$ cat src/rtl/alu_pkg.sv
// Shared constants for the 32-bit ALU and its issue-stage sequencer.
package alu_pkg;

    localparam int WIDTH = 32;

    localparam logic [2:0] F_AND = 3'b000;
    localparam logic [2:0] F_OR  = 3'b001;
    localparam logic [2:0] F_ADD = 3'b010;
    localparam logic [2:0] F_SUB = 3'b110;
    localparam logic [2:0] F_SLT = 3'b111;

endpackage

$ cat src/rtl/alu_regfile.sv
// NREG x WIDTH register file: two combinational read ports, r0 hardwired to zero,
// EX writeback takes priority over a host load to the same register.
module alu_regfile #(
    parameter int WIDTH = 32,
    parameter int AW    = 3,
    parameter int NREG  = 2 ** AW
) (
    input  logic             clk,
    input  logic             rst,
    input  logic [AW-1:0]    ra1,
    output logic [WIDTH-1:0] rd1,
    input  logic [AW-1:0]    ra2,
    output logic [WIDTH-1:0] rd2,
    input  logic             ex_we,
    input  logic [AW-1:0]    ex_addr,
    input  logic [WIDTH-1:0] ex_data,
    input  logic             host_we,
    input  logic [AW-1:0]    host_addr,
    input  logic [WIDTH-1:0] host_data
);

    logic [WIDTH-1:0] regs [NREG];

    // NOTE: the array is reset because the design guarantees all registers read 0
    // after reset; a memory that may come up random would drop this branch.
    always_ff @(posedge clk) begin
        if (rst) begin
            for (int i = 0; i < NREG; i++) regs[i] <= '0;
        end else begin
            // Per-entry priority lets a host load and an unrelated writeback land together.
            for (int i = 1; i < NREG; i++) begin
                if (ex_we && ex_addr == AW'(i))
                    regs[i] <= ex_data;
                else if (host_we && host_addr == AW'(i))
                    regs[i] <= host_data;
            end
        end
    end

    assign rd1 = (ra1 == '0) ? '0 : regs[ra1];
    assign rd2 = (ra2 == '0) ? '0 : regs[ra2];

endmodule

$ cat src/rtl/alu_op_sequencer.sv
// Issue stage for the external combinational ALU: operand fetch with forwarding,
// a registered execute stage driving the ALU, writeback and a result strobe.
module alu_op_sequencer #(
    parameter int WIDTH = alu_pkg::WIDTH,
    parameter int AW    = 3,
    parameter int NREG  = 2 ** AW
) (
    input  logic             clk,
    input  logic             rst,
    input  logic             cmd_valid,
    output logic             cmd_ready,
    input  logic [2:0]       cmd_f,
    input  logic [AW-1:0]    cmd_rd,
    input  logic [AW-1:0]    cmd_rs1,
    input  logic [AW-1:0]    cmd_rs2,
    input  logic             cmd_imm_sel,
    input  logic [WIDTH-1:0] cmd_imm,
    input  logic             wr_en,
    input  logic [AW-1:0]    wr_addr,
    input  logic [WIDTH-1:0] wr_data,
    output logic [WIDTH-1:0] alu_a,
    output logic [WIDTH-1:0] alu_b,
    output logic [2:0]       alu_f,
    input  logic [WIDTH-1:0] alu_y,
    input  logic             alu_zero,
    output logic             res_valid,
    output logic [AW-1:0]    res_rd,
    output logic [WIDTH-1:0] res_y,
    output logic             res_zero,
    output logic [15:0]      op_count
);

    logic             accept;
    logic             ex_valid;
    logic [AW-1:0]    ex_rd;
    logic [WIDTH-1:0] rf_a;
    logic [WIDTH-1:0] rf_b;
    logic [WIDTH-1:0] op_a;
    logic [WIDTH-1:0] op_b;

    assign cmd_ready = ~wr_en & ~rst;
    assign accept    = cmd_valid & cmd_ready;

    alu_regfile #(
        .WIDTH (WIDTH),
        .AW    (AW),
        .NREG  (NREG)
    ) u_regfile (
        .clk       (clk),
        .rst       (rst),
        .ra1       (cmd_rs1),
        .rd1       (rf_a),
        .ra2       (cmd_rs2),
        .rd2       (rf_b),
        .ex_we     (ex_valid),
        .ex_addr   (ex_rd),
        .ex_data   (alu_y),
        .host_we   (wr_en),
        .host_addr (wr_addr),
        .host_data (wr_data)
    );

    // Forward the in-flight ALU result; rsX != 0 already excludes an r0 destination.
    // NOTE: every output gets a default first so no path leaves it unassigned (no latch).
    always_comb begin
        op_a = rf_a;
        op_b = rf_b;
        if (cmd_rs1 == '0)
            op_a = '0;
        else if (ex_valid && ex_rd == cmd_rs1)
            op_a = alu_y;
        if (cmd_imm_sel)
            op_b = cmd_imm;
        else if (cmd_rs2 == '0)
            op_b = '0;
        else if (ex_valid && ex_rd == cmd_rs2)
            op_b = alu_y;
    end

    // The EX registers are the ALU operand ports; they hold when no command is accepted.
    // NOTE: non-blocking assignments so every register samples pre-edge values.
    always_ff @(posedge clk) begin
        if (rst) begin
            ex_valid  <= 1'b0;
            ex_rd     <= '0;
            alu_a     <= '0;
            alu_b     <= '0;
            alu_f     <= '0;
            res_valid <= 1'b0;
            res_rd    <= '0;
            res_y     <= '0;
            res_zero  <= 1'b0;
            op_count  <= '0;
        end else begin
            ex_valid  <= accept;
            res_valid <= ex_valid;
            if (accept) begin
                alu_a <= op_a;
                alu_b <= op_b;
                alu_f <= cmd_f;
                ex_rd <= cmd_rd;
            end
            if (ex_valid) begin
                res_rd   <= ex_rd;
                res_y    <= alu_y;
                res_zero <= alu_zero;
                if (op_count != 16'hFFFF)
                    op_count <= op_count + 16'd1;
            end
        end
    end

endmodule

$ cat config.mk
export PLATFORM = sky130hd
export DESIGN_NAME = alu_op_sequencer
export DESIGN_NICKNAME = d
export VERILOG_FILES = /design/src/rtl/alu_pkg.sv /design/src/rtl/alu_regfile.sv /design/src/rtl/alu_op_sequencer.sv
export SDC_FILE = /design/constraint.sdc
export NUM_CORES = 1
export LEC_CHECK = 0
export CAP_MARGIN = 20
export CORE_ASPECT_RATIO = 0.75
export CORE_MARGIN = 4
export CORE_UTILIZATION = 30
export CTS_CLUSTER_DIAMETER = 150
export DETAILED_ROUTE_END_ITERATION = 6
export PLACE_DENSITY = 0.57
export SYNTH_ARGS = -nofsm -noshare
export SYNTH_HDL_FRONTEND = slang
export SYNTH_SLANG_ARGS = --single-unit
$ cat constraint.sdc
create_clock -name clk -period 4.8 [get_ports clk]
set_clock_uncertainty 0.15 [all_clocks]
set_input_delay 0.96 -clock clk [delete_from_list [all_inputs] [get_ports clk]]
set_output_delay 0.96 -clock clk [all_outputs]
set_load 0.02 [all_outputs]
Word-level counts from Yosys, hierarchy flattened. Memories as Yosys holds them, arrays and structs flattened. Cells that the tools add are included.

RAM bits: 256. Flip-flop bits (word level): 124. Output and inout port bits: 121. Logic and storage cells: 136. Memories kept: 1.

Add/sub/neg operators: 1. Reductions and logical operators: 19. Equality and inequality tests: 17. Bitwise gates (word level): 18. Multiplexer cells: 70.

Memories: u_regfile.regs (words 8, width 32, rd ports 2, clocked after memory_dff 0, wr ports 8, line alu_regfile.sv:22) `logic [WIDTH-1:0] regs [NREG];`.

Operator list (count): $mux 32 (19); $mux 1 (51); $eq 3x3->1 const B (8); $add 16x1->16 const B (1); $logic_and 1x1->1 (16); $ne 16x16->1 const B (1); $or 1x1->1 (14); $eq 3x2->1 const B (4); $eq 3x1->1 const B (2); $eq 3x3->1 (2); $logic_not 3->1 (2); $and 1x1->1 (2); $not 1->1 (2); $reduce_and 2->1 (1).

Depth between registers and ports, before layout. Gate-level depths: netlist (run 1).

Depth after elaboration: 7. Mapped depth: 9. Gate-level depth less buffers: 5.

Cells and area by module. From an unflattened synthesis (run 1), not the netlist that was laid out.

Cell total of the unflattened synthesis: 1689. Area, all modules: 18779.3 um^2.

By module, submodules not included: alu_regfile (area an instance 13394.1 um^2, cells each 1118, sequential area each 6726.5 um^2, times used 1); alu_op_sequencer (area an instance 5385.2 um^2, cells each 571, sequential area each 2482.4 um^2, times used 1).

Worst setup path after synthesis (run 1). OpenSTA, ideal clock, no wires.

Path type: input port to flip-flop. Start point: input port wr_addr[0]. End point: memory u_regfile.regs[2][0], enable pin. Arrival: 3.581 ns. Buffers on the path: 1. Setup slack: 0.599 ns. Setup time: 0.470 ns. Data required time: 4.180 ns. Stages: 2. Cells stage by stage: buf_2 -> o31ai_1.

RTL lines: from (decl) (line alu_op_sequencer.sv:19) `input logic [AW-1:0] wr_addr,`; to (decl) (line alu_regfile.sv:22).

Final worst setup path (run 1).
Start point: input port wr_en. End point: output port cmd_ready.

Longest elaborated chain between the ends: 2.

RTL lines: from (decl) (line alu_op_sequencer.sv:18) `input logic wr_en,`; $not 1->1 (line alu_op_sequencer.sv:41) `assign cmd_ready = ~wr_en & ~rst;`; $and 1x1->1 (line alu_op_sequencer.sv:41); to (decl) (line alu_op_sequencer.sv:11) `output logic cmd_ready,`.

No other way between the ends.

==> summary.txt, run 1 <==
Floorplanning
  • DIE AREA: 66090 um^2
  • Row count: 78
  • Floorplan die width: 295.5 um
  • Die Y: 223.6 um
  • Core Area: 60900 um^2
  • I/O pin total: 238
  • Initial Util: 0.3054

Clock network
  • CTS Sinks: 348
  • Post-CTS sizing: 0
  • Postcts setup bufs: 0
  • Clock Tree Root: clkbuf_16
  • Clock transition at path regs: 0.06 ns
  • TritonCTS buffer count: 39
  • H-tree levels: 2
  • Hold buffers post-CTS: 0
  • TritonCTS clock tree: yes
  • Clk Latency, worst-skew pair: 0.57 ns
  • Clock Path Buffers: 3

Pwr
  • Int Pwr: 0.005468 W
  • Max IR drop VDD: 0.0002211 V
  • Lkg Pwr: 8.035 nW
  • Clk pwr share: 0.399
  • Switching share of total power: 0.2676
  • Pwr/cell area: 326.4 nW/um^2
  • Combinational power share: 0.138
  • Switching power total: 0.001998 W
  • Seq pwr share: 0.464

Synthesis
  • Post-synthesis compound-gate area fraction: 0.2013
  • Synthesized area per cell: 10.70 um^2
  • Post-Synth Adder-Cell Area: 0.0006727
  • Top-count cell post-synth: edfxtp_1
  • Sequential area share after synthesis: 0.4951
  • Cell variety after synth: 55
  • Number of enable flip-flop cells after synthesis: 224
  • Synth area leaders: edfxtp_1 36%, dfxtp_1 13%, mux2i_1 8.9%, a22o_1 7.5%, o22ai_1 4.3%
  • Most used flip-flop cell after synthesis: edfxtp_1
  • Mapped Cells: 1739
  • List of most frequent post-synthesis cells: 224 x edfxtp_1, 165 x mux2i_1, 160 x a22o_1, 127 x o22ai_1, 124 x dfxtp_1
  • Simple-Gate Fraction of Synth Area: 0.1177
  • Post-Syn Area: 18600 um^2
  • Main combinational cell family by area after synthesis: compound AO/OA/AOI/OAI gates
  • Syn. warnings: 0
  • Largest area contributor in the netlist: edfxtp_1
  • Synth Net Count: 1857
  • Share of the synthesized area in the top cell type: 0.3617
  • Ys async rst share: 0
  • Synth Register Bits: 348
  • Mux contribution to synthesized area: 0.1288
  • XOR/XNOR Fraction of Synth Area: 0.003296

STA
  • Final Critical Period: 3.390 ns
  • Slew Limit Fails: 0
  • Final setup fails: 0
  • Final period utilization: 0.7063
  • Hold slack: 0.3249 ns
  • Max_slew headroom: 0.2426
  • Worst Tran Pin Value: 1.136 ns
  • Setup TNS: 0 ns
  • RSZ-0062 raised after global routing: no
  • Fmax: 294.9 MHz
  • Post-route setup slack: 1.410 ns
  • Final Hold Viols: 0

Global route
  • Global-route wire length before repair: 105600 um
  • Largest net degree at the start of global routing: 100
  • Vias in the first global route: 15840
  • Initial antenna violation count: 4
  • Total gr overflow: 0
  • Gr usage total: 0.2121

Critical path
  • Cell with the largest stage delay on the worst path: clkdlybuf4s50_1
  • CP bufs+invs: 2
  • CP startpoint kind: input port
  • CP most frequent cell: clkdlybuf4s50_1
  • Delay-heaviest family, CP: buffers and inverters
  • Delay of the slowest critical-path stage: 0.63 ns
  • Crit Path Class: input port to primary output
  • Req. time, crit path: 3.69 ns
  • Crit path DAT: 2.28 ns
  • Crit Path Max Fanout: 7
  • Endpoint class of the critical path: primary output
  • Worst path cell trace: clkdlybuf4s50_1 -> nor2_1 -> clkdlybuf4s50_1

Route
  • Pre-Repair DR Iteration Count: 6
  • Final wirelength: 72860 um
  • Number of antenna-violating nets in the routed design: 0
  • DRT iter0 DRCs: 1766
  • Drt wl/cell: 27.00 um
  • DR vias: 16090
  • Via density per instance: 5.960
  • Post-route DRC violation count: 0

Finish
  • Layout cells sized above 1: 0.1101
  • Nets: 1987
  • Final Core Density: 0.3756
  • Area Overhead vs Synth: 22.99%
  • Diode count: 0
  • Finished Layout Cells: 2699
  • # fillers: 5950

Run status
  • Status: finished, final reports clean

Place
  • Cell count after placement: 2628
  • Final GP Congestion: 0.7966
  • HPWL after DPL: 43650 um
  • Port bufs: 237
  • Pre-CTS setup slack: 1.170 ns

Flow run
  • Max Cap Viol: 0

Min path
  • HP Class: flip-flop to flip-flop
## sequential cells by signal, indices dropped and copies added (netlist names), 3 cells and up
signal / flops
alu_a: 32
alu_b: 32
alu_f: 3
ex_rd: 3
op_count: 16
res_rd: 3
res_y: 32
u_regfile.regs: 224
## cell usage in the layout, fill, tap and decap left out, types with 4 or more instances in the layout
| master | count |
|---|---|
| o22ai_1 | 127 |
| clkbuf_1 | 13 |
| buf_4 | 49 |
| edfxtp_1 | 224 |
| dfxtp_1 | 123 |
| clkinv_2 | 4 |
| nor2b_1 | 39 |
| xnor2_1 | 6 |
| nand2b_1 | 35 |
| clkdlybuf4s50_1 | 229 |
| a22o_1 | 160 |
| mux2_1 | 5 |
| and3_1 | 36 |
| or3_1 | 7 |
| o21ai_0 | 6 |
| a21oi_1 | 74 |
| nand4_1 | 37 |
| clkbuf_16 | 41 |
| mux2_2 | 61 |
| nand2_1 | 50 |
| nor3_2 | 5 |
| a311oi_1 | 33 |
| clkinv_1 | 6 |
| inv_1 | 34 |
| nand2_2 | 5 |
| nand3_1 | 72 |
| nor3_1 | 9 |
| nor2_1 | 80 |
| mux2i_1 | 165 |
| o211ai_1 | 64 |
| nand3b_1 | 7 |
| o2111ai_1 | 32 |
| buf_2 | 5 |
## per-layer routing
layer	vias to the layer above	wire length, um	global-route usage
li1	7053	-	-
met4	6	2316	0.07172
met1	8013	31760	0.2957
met3	152	6833	0.04768
met5	-	38	0
met2	863	31910	0.3260
## worst paths after layout
path            start                     to  slack [ns]  cells after the start
max             wr_en              cmd_ready        1.41                      3
min          alu_f[2]               alu_f[2]        0.32                      2
max reg2reg  ex_valid  u_regfile.regs[5][11]        2.03                      6
min reg2reg  alu_f[2]               alu_f[2]        0.32                      2
## metrics by stage
stage | total power [W] | instance area (um^2)
after CTS | 0.007508 | 22870
final | 0.007466 | 22870
after detailed placement | 0.004537 | 21650
after global routing | 0.007711 | 22870
after floorplan | 0.004066 | 18600
after global placement | 0.004512 | 21650
## cells by family after synthesis
family,Yosys count
AO/OA/AOI/OAI,509
AND/OR/NAND/NOR,408
flip-flops,348
buffers and inverters,235
multiplexers,231
XOR/XNOR,7
adder cells (fa/ha/maj),1
## worst min-delay path, cell delays in order (launching register included)
cell	delay [ns]
dfxtp_1	0.31
nand3b_1	0.07
nand2_1	0.05
## layout make-up
class,count,area (um^2),area share
tap,800,1001,0.04376
clock inverter,15,125.1,0.005470
multi-input combinational,1156,8523,0.3726
clock buffer,56,1102,0.04819
sequential,348,9213,0.4027
timing repair buffer,289,2779,0.1215
inverter,35,131.4,0.005743
## power by group through the flow
stage | Clock [W] | Combinational [W] | Sequential (W)
finish | 0.00298 | 0.00103 | 0.00346
global route | 0.00314 | 0.00109 | 0.00348
detailed placement | 0 | 0.00101 | 0.00352
floorplan | 0 | 0.000526 | 0.00354
CTS | 0.00303 | 0.00102 | 0.00346
global placement | 0 | 0.00100 | 0.00351
(Power assumes the default switching activity.)
==> run 2, diff against run 1 <==
--- a/config.mk
+++ b/config.mk
@@ -11,7 +11,7 @@
 export CORE_UTILIZATION = 30
 export CTS_CLUSTER_DIAMETER = 150
 export DETAILED_ROUTE_END_ITERATION = 6
-export PLACE_DENSITY = 0.57
+export PLACE_DENSITY = 0.58
 export SYNTH_ARGS = -nofsm -noshare
 export SYNTH_HDL_FRONTEND = slang
 export SYNTH_SLANG_ARGS = --single-unit
==> constraint.sdc (replaced) <==
create_clock -name clk -period 2.9 [get_ports clk]
set_clock_uncertainty 0.15 [all_clocks]
set_input_delay 0.58 -clock clk [delete_from_list [all_inputs] [get_ports clk]]
set_output_delay 0.58 -clock clk [all_outputs]
set_load 0.02 [all_outputs]
==> run 2 against run 1 <==
Against the previous run: total power grew 72%; sequential power grew 66%; die area stayed put; combinational power increased by 77%; via count up 1.7%; first-iteration DRC count shrank 0.17%; global-route usage hardly changed; critical path type unchanged; highest routed layer unchanged.
==> summary.txt, run 2 (same netlist as run 1, synthesis figures left out) <==
Critical path
  • Crit path DAT: 1.89 ns (was 2.28 ns)
  • Worst path cell trace: clkdlybuf4s50_1 -> nor2_1 -> clkdlybuf4s50_1 (unchanged)
  • Cell with the largest stage delay on the worst path: clkdlybuf4s50_1 (unchanged)
  • CP startpoint kind: input port (unchanged)
  • Worst reg2reg startpoint: ex_valid (unchanged)
  • Delay-heaviest family, CP: buffers and inverters (unchanged)
  • R2R cell count: 5 (was 6)
  • Endpoint class of the critical path: primary output (unchanged)
  • Delay of the slowest critical-path stage: 0.61 ns (was 0.63 ns)
  • FF-to-FF setup slack: 0.65 ns (was 2.03 ns)
  • Crit Path Max Fanout: 7 (unchanged)
  • Req. time, crit path: 2.17 ns (was 3.69 ns)
  • FF-to-FF End: u_regfile.regs[7][8] (was u_regfile.regs[5][11])
  • CP bufs+invs: 2 (unchanged)
  • CP most frequent cell: clkdlybuf4s50_1 (unchanged)
  • Crit Path Class: input port to primary output (unchanged)

Clock network
  • Postcts setup bufs: 0 (unchanged)
  • Post-CTS sizing: 0 (unchanged)
  • Clock transition at path regs: 0.06 ns (about the same)
  • Hold buffers post-CTS: 0 (unchanged)
  • H-tree levels: 2 (unchanged)
  • Clock Tree Root: clkbuf_16 (unchanged)
  • TritonCTS buffer count: 39 (unchanged)
  • TritonCTS clock tree: yes (unchanged)
  • Clock Path Buffers: 3 (unchanged)
  • CTS Sinks: 348 (unchanged)
  • Clk Latency, worst-skew pair: 0.58 ns (was 0.57 ns)

Global route
  • Initial antenna violation count: 5 (was 4)
  • Gr usage total: 0.2121 (about the same)
  • Vias in the first global route: 16240 (was 15840)
  • Largest net degree at the start of global routing: 49 (was 100)
  • Global-route wire length before repair: 106400 um (was 105600 um)
  • Total gr overflow: 0 (unchanged)

Floorplanning
  • Initial Util: 0.3054 (unchanged)
  • Die Y: 223.6 um (unchanged)
  • Floorplan die width: 295.5 um (unchanged)
  • I/O pin total: 238 (unchanged)
  • Row count: 78 (unchanged)
  • Core Area: 60900 um^2 (unchanged)
  • DIE AREA: 66090 um^2 (unchanged)

Route
  • Drt wl/cell: 26.31 um (was 27.00 um)
  • Pre-Repair DR Iteration Count: 5 (was 6)
  • Number of antenna-violating nets in the routed design: 0 (unchanged)
  • Via density per instance: 5.915 (was 5.960)
  • DRT iter0 DRCs: 1763 (was 1766)
  • DR vias: 16360 (was 16090)
  • Final wirelength: 72780 um (was 72860 um)
  • Post-route DRC violation count: 0 (unchanged)

STA
  • Fmax: 381.6 MHz
  • RSZ-0062 raised after global routing: no (unchanged)
  • Final setup fails: 0 (unchanged)
  • Final Hold Viols: 0 (unchanged)
  • Slew Limit Fails: 0 (unchanged)
  • Final Critical Period: 2.621 ns
  • Max_slew headroom: 0.5419 (was 0.2426)
  • Final period utilization: 0.9036
  • Worst Tran Pin Value: 0.6820 ns (was 1.136 ns)

Place
  • Final GP Congestion: 0.8276 (was 0.7966)
  • Total cell area at the placement stage: 22420 um^2 (was 21650 um^2)
  • Cell count after placement: 2693 (was 2628)
  • HPWL after DPL: 47760 um (was 43650 um)
  • Port bufs: 237 (unchanged)

Min path
  • WHS Endpoint: res_y[31] (was alu_f[2])
  • Start point of the worst min-delay path: rst (was alu_f[2])
  • HP Class: input port to flip-flop (was flip-flop to flip-flop)
  • Worst Hold Path Cells: 2 (unchanged)

Finish
  • Area Overhead vs Synth: 27.68% (was 22.99%)
  • Reg with most FFs: u_regfile.regs (unchanged)
  • Max reg flops: 224 (unchanged)
  • Nets: 2052 (was 1987)
  • Most common cell after layout, fill and taps aside: clkdlybuf4s50_1 (unchanged)
  • Finished Layout Cells: 2766 (was 2699)
  • Final instance area: 23750 um^2 (was 22870 um^2)
  • Most frequent cells in the layout: 229 x clkdlybuf4s50_1, 224 x edfxtp_1, 165 x mux2i_1 (unchanged)
  • Final Core Density: 0.3899 (was 0.3756)
  • Layout cells sized above 1: 0.1415 (was 0.1101)

Pwr
  • Lkg Pwr: 8.499 nW (was 8.035 nW)
  • Max IR drop VDD: 0.0003546 V (was 0.0002211 V)
  • Pwr/cell area: 539.4 nW/um^2 (was 326.4 nW/um^2)

Run status
  • Status: finished, final reports clean (unchanged)

Flow run
  • Max Cap Viol: 0 (unchanged)
-- run 2: cell types whose count changed in the layout (fill, tap and decap cells not counted), moves of 3 or more --
cell,previous run,this run
clkinv_1,6,2
bufinv_16,2,5
clkinvlp_4,3,0
buf_12,3,26
buf_4,49,91
-- run 2: where the power goes --
group	switching, W	internal (W)	total [W]	leakage (nW)
sequential	0.000161	0.00556	0.00573	3.29
clock	0.00220	0.00307	0.00526	0.642
combinational	0.00107	0.000749	0.00182	4.57
total	0.00343	0.00938	0.0128	8.50
-- run 2: cell type report --
cell class	instances	area, um^2
antenna	2	5.005
tap	800	1001
fill	5866	37150
sequential	348	9213
timing repair buffer	354	3555
multi-input combinational	1156	8523
clock buffer	56	1080
inverter	35	131.4
clock inverter	15	239.0
-- run 2: worst max-delay path by stage --
stage | slack [ns] | endpoint | depth (start not counted) | startpoint
floorplan | -0.92 | u_regfile.regs[2][0] | 2 | wr_addr[0]
global placement | 0.08 | u_regfile.regs[7][4] | 5 | wr_en
detailed placement | 0.05 | u_regfile.regs[7][10] | 5 | wr_en
CTS | 0.25 | cmd_ready | 3 | wr_en
global route | 0.20 | cmd_ready | 3 | wr_en
finish | 0.28 | cmd_ready | 3 | wr_en
-- run 2: through the flow --
stage                     hold WS (ns)  total power (W)  TNS [ns]  worst slack [ns]
after global placement          0.3141         0.007582         0           0.07519
final                           0.1964          0.01281         0            0.2794
after global routing            0.1901          0.01321         0            0.2021
after CTS                       0.1656          0.01286         0            0.2547
after detailed placement        0.3191         0.007622         0           0.05088
after floorplan                 0.3975         0.006730    -58.94           -0.9209
-- run 2: metal layers --
| layer | GRT usage | part of all wire | vias up |
|---|---|---|---|
| li1 | - | - | 7206 |
| met1 | 0.2935 | 0.43 | 8119 |
| met2 | 0.3247 | 0.44 | 898 |
| met3 | 0.05491 | 0.10 | 133 |
| met4 | 0.06875 | 0.028 | 4 |
| met5 | 0 | 0.00037 | - |
-- run 2: worst register-to-register path, cell delays in order, from the launching register on --
cell	delay (ns)
dfxtp_4	0.46
nand2_1	0.30
nor2_1	0.16
nor3_4	0.31
buf_12	0.24
mux2_2	0.37
==> run 3, diff against run 2 <==
--- a/config.mk
+++ b/config.mk
@@ -11,7 +11,9 @@
 export CORE_UTILIZATION = 30
 export CTS_CLUSTER_DIAMETER = 150
 export DETAILED_ROUTE_END_ITERATION = 6
-export PLACE_DENSITY = 0.58
+export PLACE_DENSITY = 0.57
+export RECOVER_POWER = 100
+export SLEW_MARGIN = 20
 export SYNTH_ARGS = -nofsm -noshare
 export SYNTH_HDL_FRONTEND = slang
 export SYNTH_SLANG_ARGS = --single-unit
==> constraint.sdc (replaced) <==
create_clock -name clk -period 3.3 [get_ports clk]
set_clock_uncertainty 0.15 [all_clocks]
set_input_delay 0.66 -clock clk [delete_from_list [all_inputs] [get_ports clk]]
set_output_delay 0.66 -clock clk [all_outputs]
set_load 0.02 [all_outputs]
==> run 3 against run 2 <==
Against the previous run: total power fell by 13%; worst setup slack got worse by 0.0023 ns; sequential power fell by 12%; critical path depth rose by 4; final area fell by 2.1%; via count fell by 1.4%; count of clock-buffer cells in the layout fell by 8; core utilization fell by 0.82 points; first-iteration DRC count rose by 8.9%; critical path type is now input port to flip-flop.
==> summary.txt, run 3 (same netlist as run 1, synthesis figures left out) <==
Pwr
  • Max IR drop VDD: 0.0002816 V (was 0.0003546 V)
  • Pwr/cell area: 481.0 nW/um^2 (was 539.4 nW/um^2)
  • Lkg Pwr: 8.683 nW (was 8.499 nW)

Floorplanning
  • Row count: 78 (unchanged)
  • Initial Util: 0.3054 (unchanged)
  • Core Area: 60900 um^2 (unchanged)
  • Floorplan die width: 295.5 um (unchanged)
  • DIE AREA: 66090 um^2 (unchanged)
  • I/O pin total: 238 (unchanged)
  • Die Y: 223.6 um (unchanged)

Global route
  • Initial antenna violation count: 3 (was 5)
  • Largest net degree at the start of global routing: 65 (was 49)
  • Vias in the first global route: 16130 (was 16240)
  • Total gr overflow: 0 (unchanged)
  • Gr usage total: 0.2124 (was 0.2121)
  • Global-route wire length before repair: 105800 um (was 106400 um)

Clock network
  • Clk Latency, worst-skew pair: 0.58 ns (about the same)
  • Post-CTS sizing: 0 (unchanged)
  • Postcts setup bufs: 0 (unchanged)
  • TritonCTS clock tree: yes (unchanged)
  • Clock Tree Root: clkbuf_16 (unchanged)
  • Clock transition at path regs: 0.06 ns (about the same)
  • CTS Sinks: 348 (unchanged)
  • Hold buffers post-CTS: 0 (unchanged)
  • H-tree levels: 2 (unchanged)
  • TritonCTS buffer count: 40 (was 39)
  • Clock Path Buffers: 3 (unchanged)

STA
  • Worst Tran Pin Value: 1.362 ns (was 0.6820 ns)
  • Final Critical Period: 3.023 ns
  • Final Hold Viols: 0 (unchanged)
  • RSZ-0062 raised after global routing: no (unchanged)
  • Final setup fails: 0 (unchanged)
  • Slew Limit Fails: 0 (unchanged)
  • Fmax: 330.8 MHz
  • Max_slew headroom: 0.09222 (was 0.5419)
  • Final period utilization: 0.9160
  • Hold slack: 0.2323 ns (was 0.1964 ns)
  • Post-route setup slack: 0.2771 ns (was 0.2794 ns)

Finish
  • Most frequent cells in the layout: 224 x edfxtp_1, 165 x mux2i_1, 160 x a22o_1 (was 229 x clkdlybuf4s50_1, 224 x edfxtp_1, 165 x mux2i_1)
  • Nets: 2037 (was 2052)
  • Area Overhead vs Synth: 25.00% (was 27.68%)
  • # fillers: 5948 (was 5866)
  • Layout cells sized above 1: 0.1281 (was 0.1415)
  • Max reg flops: 224 (unchanged)
  • Reg with most FFs: u_regfile.regs (unchanged)
  • Most common cell after layout, fill and taps aside: edfxtp_1 (was clkdlybuf4s50_1)
  • Final instance area: 23250 um^2 (was 23750 um^2)

Route
  • DRT iter0 DRCs: 1920 (was 1763)
  • Post-route DRC violation count: 0 (unchanged)
  • Number of antenna-violating nets in the routed design: 0 (unchanged)
  • Via density per instance: 5.858 (was 5.915)
  • Pre-Repair DR Iteration Count: 5 (unchanged)
  • Drt wl/cell: 26.42 um (was 26.31 um)
  • DR vias: 16130 (was 16360)
  • Final wirelength: 72740 um (was 72780 um)

Place
  • HPWL after DPL: 46390 um (was 47760 um)
  • Port bufs: 237 (unchanged)
  • Final GP Congestion: 0.8170 (was 0.8276)
  • Pre-CTS setup slack: 0.2349 ns (was 0.05088 ns)
  • Total cell area at the placement stage: 22100 um^2 (was 22420 um^2)

Critical path
  • Cell with the largest stage delay on the worst path: dlygate4sd3_1 (was clkdlybuf4s50_1)
  • Crit Path Class: input port to flip-flop (was input port to primary output)
  • CP bufs+invs: 3 (was 2)
  • Req. time, crit path: 3.63 ns (was 2.17 ns)
  • CP startpoint kind: input port (unchanged)
  • FF-to-FF setup slack: 0.33 ns (was 0.65 ns)
  • Endpoint class of the critical path: flip-flop (was primary output)
  • Worst path cell trace: dlygate4sd3_1 -> or3b_2 -> inv_1 -> clkbuf_2 -> and3_1 -> a21oi_1 -> o211ai_1 (was clkdlybuf4s50_1 -> nor2_1 -> clkdlybuf4s50_1)
  • Crit path DAT: 3.35 ns (was 1.89 ns)
  • Crit Path Max Fanout: 18 (was 7)
  • Delay-heaviest family, CP: buffers and inverters (unchanged)
  • Delay of the slowest critical-path stage: 0.66 ns (was 0.61 ns)

Min path
  • HP Class: input port to flip-flop (unchanged)

Flow run
  • Max Cap Viol: 0 (unchanged)

Run status
  • Status: finished, final reports clean (unchanged)
==> run 3: cell types whose count changed in the layout (fill, tap and decap cells not counted), sizes merged <==
cell and change:
bufinv -1, clkinvlp +4, buf -45, clkdlybuf4s50 -125
dlygate4sd3 +125, clkinv +8, clkbuf +21
==> run 3: layout make-up <==
class / count / area, um^2 / area share
clock inverter: 26 / 237.7 / 0.01023
tap: 800 / 1001 / 0.04305
multi-input combinational: 1156 / 8447 / 0.3633
sequential: 348 / 9213 / 0.3963
timing repair buffer: 338 / 3102 / 0.1334
clock buffer: 48 / 1112 / 0.04784
antenna: 2 / 5.005 / 0.0002153
inverter: 35 / 131.4 / 0.005651
==> run 3: worst paths after layout <==
kind,end,startpoint,cells after the start
worst max-delay path,alu_b[23],wr_en,7
worst min-delay path,res_rd[0],rst,2
worst max register to register,u_regfile.regs[5][7],ex_valid,5
worst min register to register,res_rd[2],res_rd[2],2
==> run 3: per-layer routing <==
metal	up-vias	wire length, um	track usage
li1	7171	-	-
met2	872	31790	0.3250
met5	-	13	0
met1	7940	31420	0.2981
met4	2	2123	0.06500
met3	143	7391	0.05105
==> run 3: metrics by stage <==
step / power (W) / util / setup TNS (ns) / std cells
final: 0.01118 / 0.3818 / 0 / 2753
after global routing: 0.01157 / 0.3817 / 0 / 2751
after global placement: 0.006615 / 0.3629 / 0 / 2677
after detailed placement: 0.006647 / 0.3629 / 0 / 2677
after CTS: 0.01127 / 0.3851 / 0 / 2751
after floorplan: 0.005914 / - / -38.46 / 1739
==> run 3: power by group <==
part / switching (W) / total, W / internal, W
combinational: 0.000918 / 0.00150 / 0.000584
clock: 0.00193 / 0.00465 / 0.00272
sequential: 0.000142 / 0.00504 / 0.00489
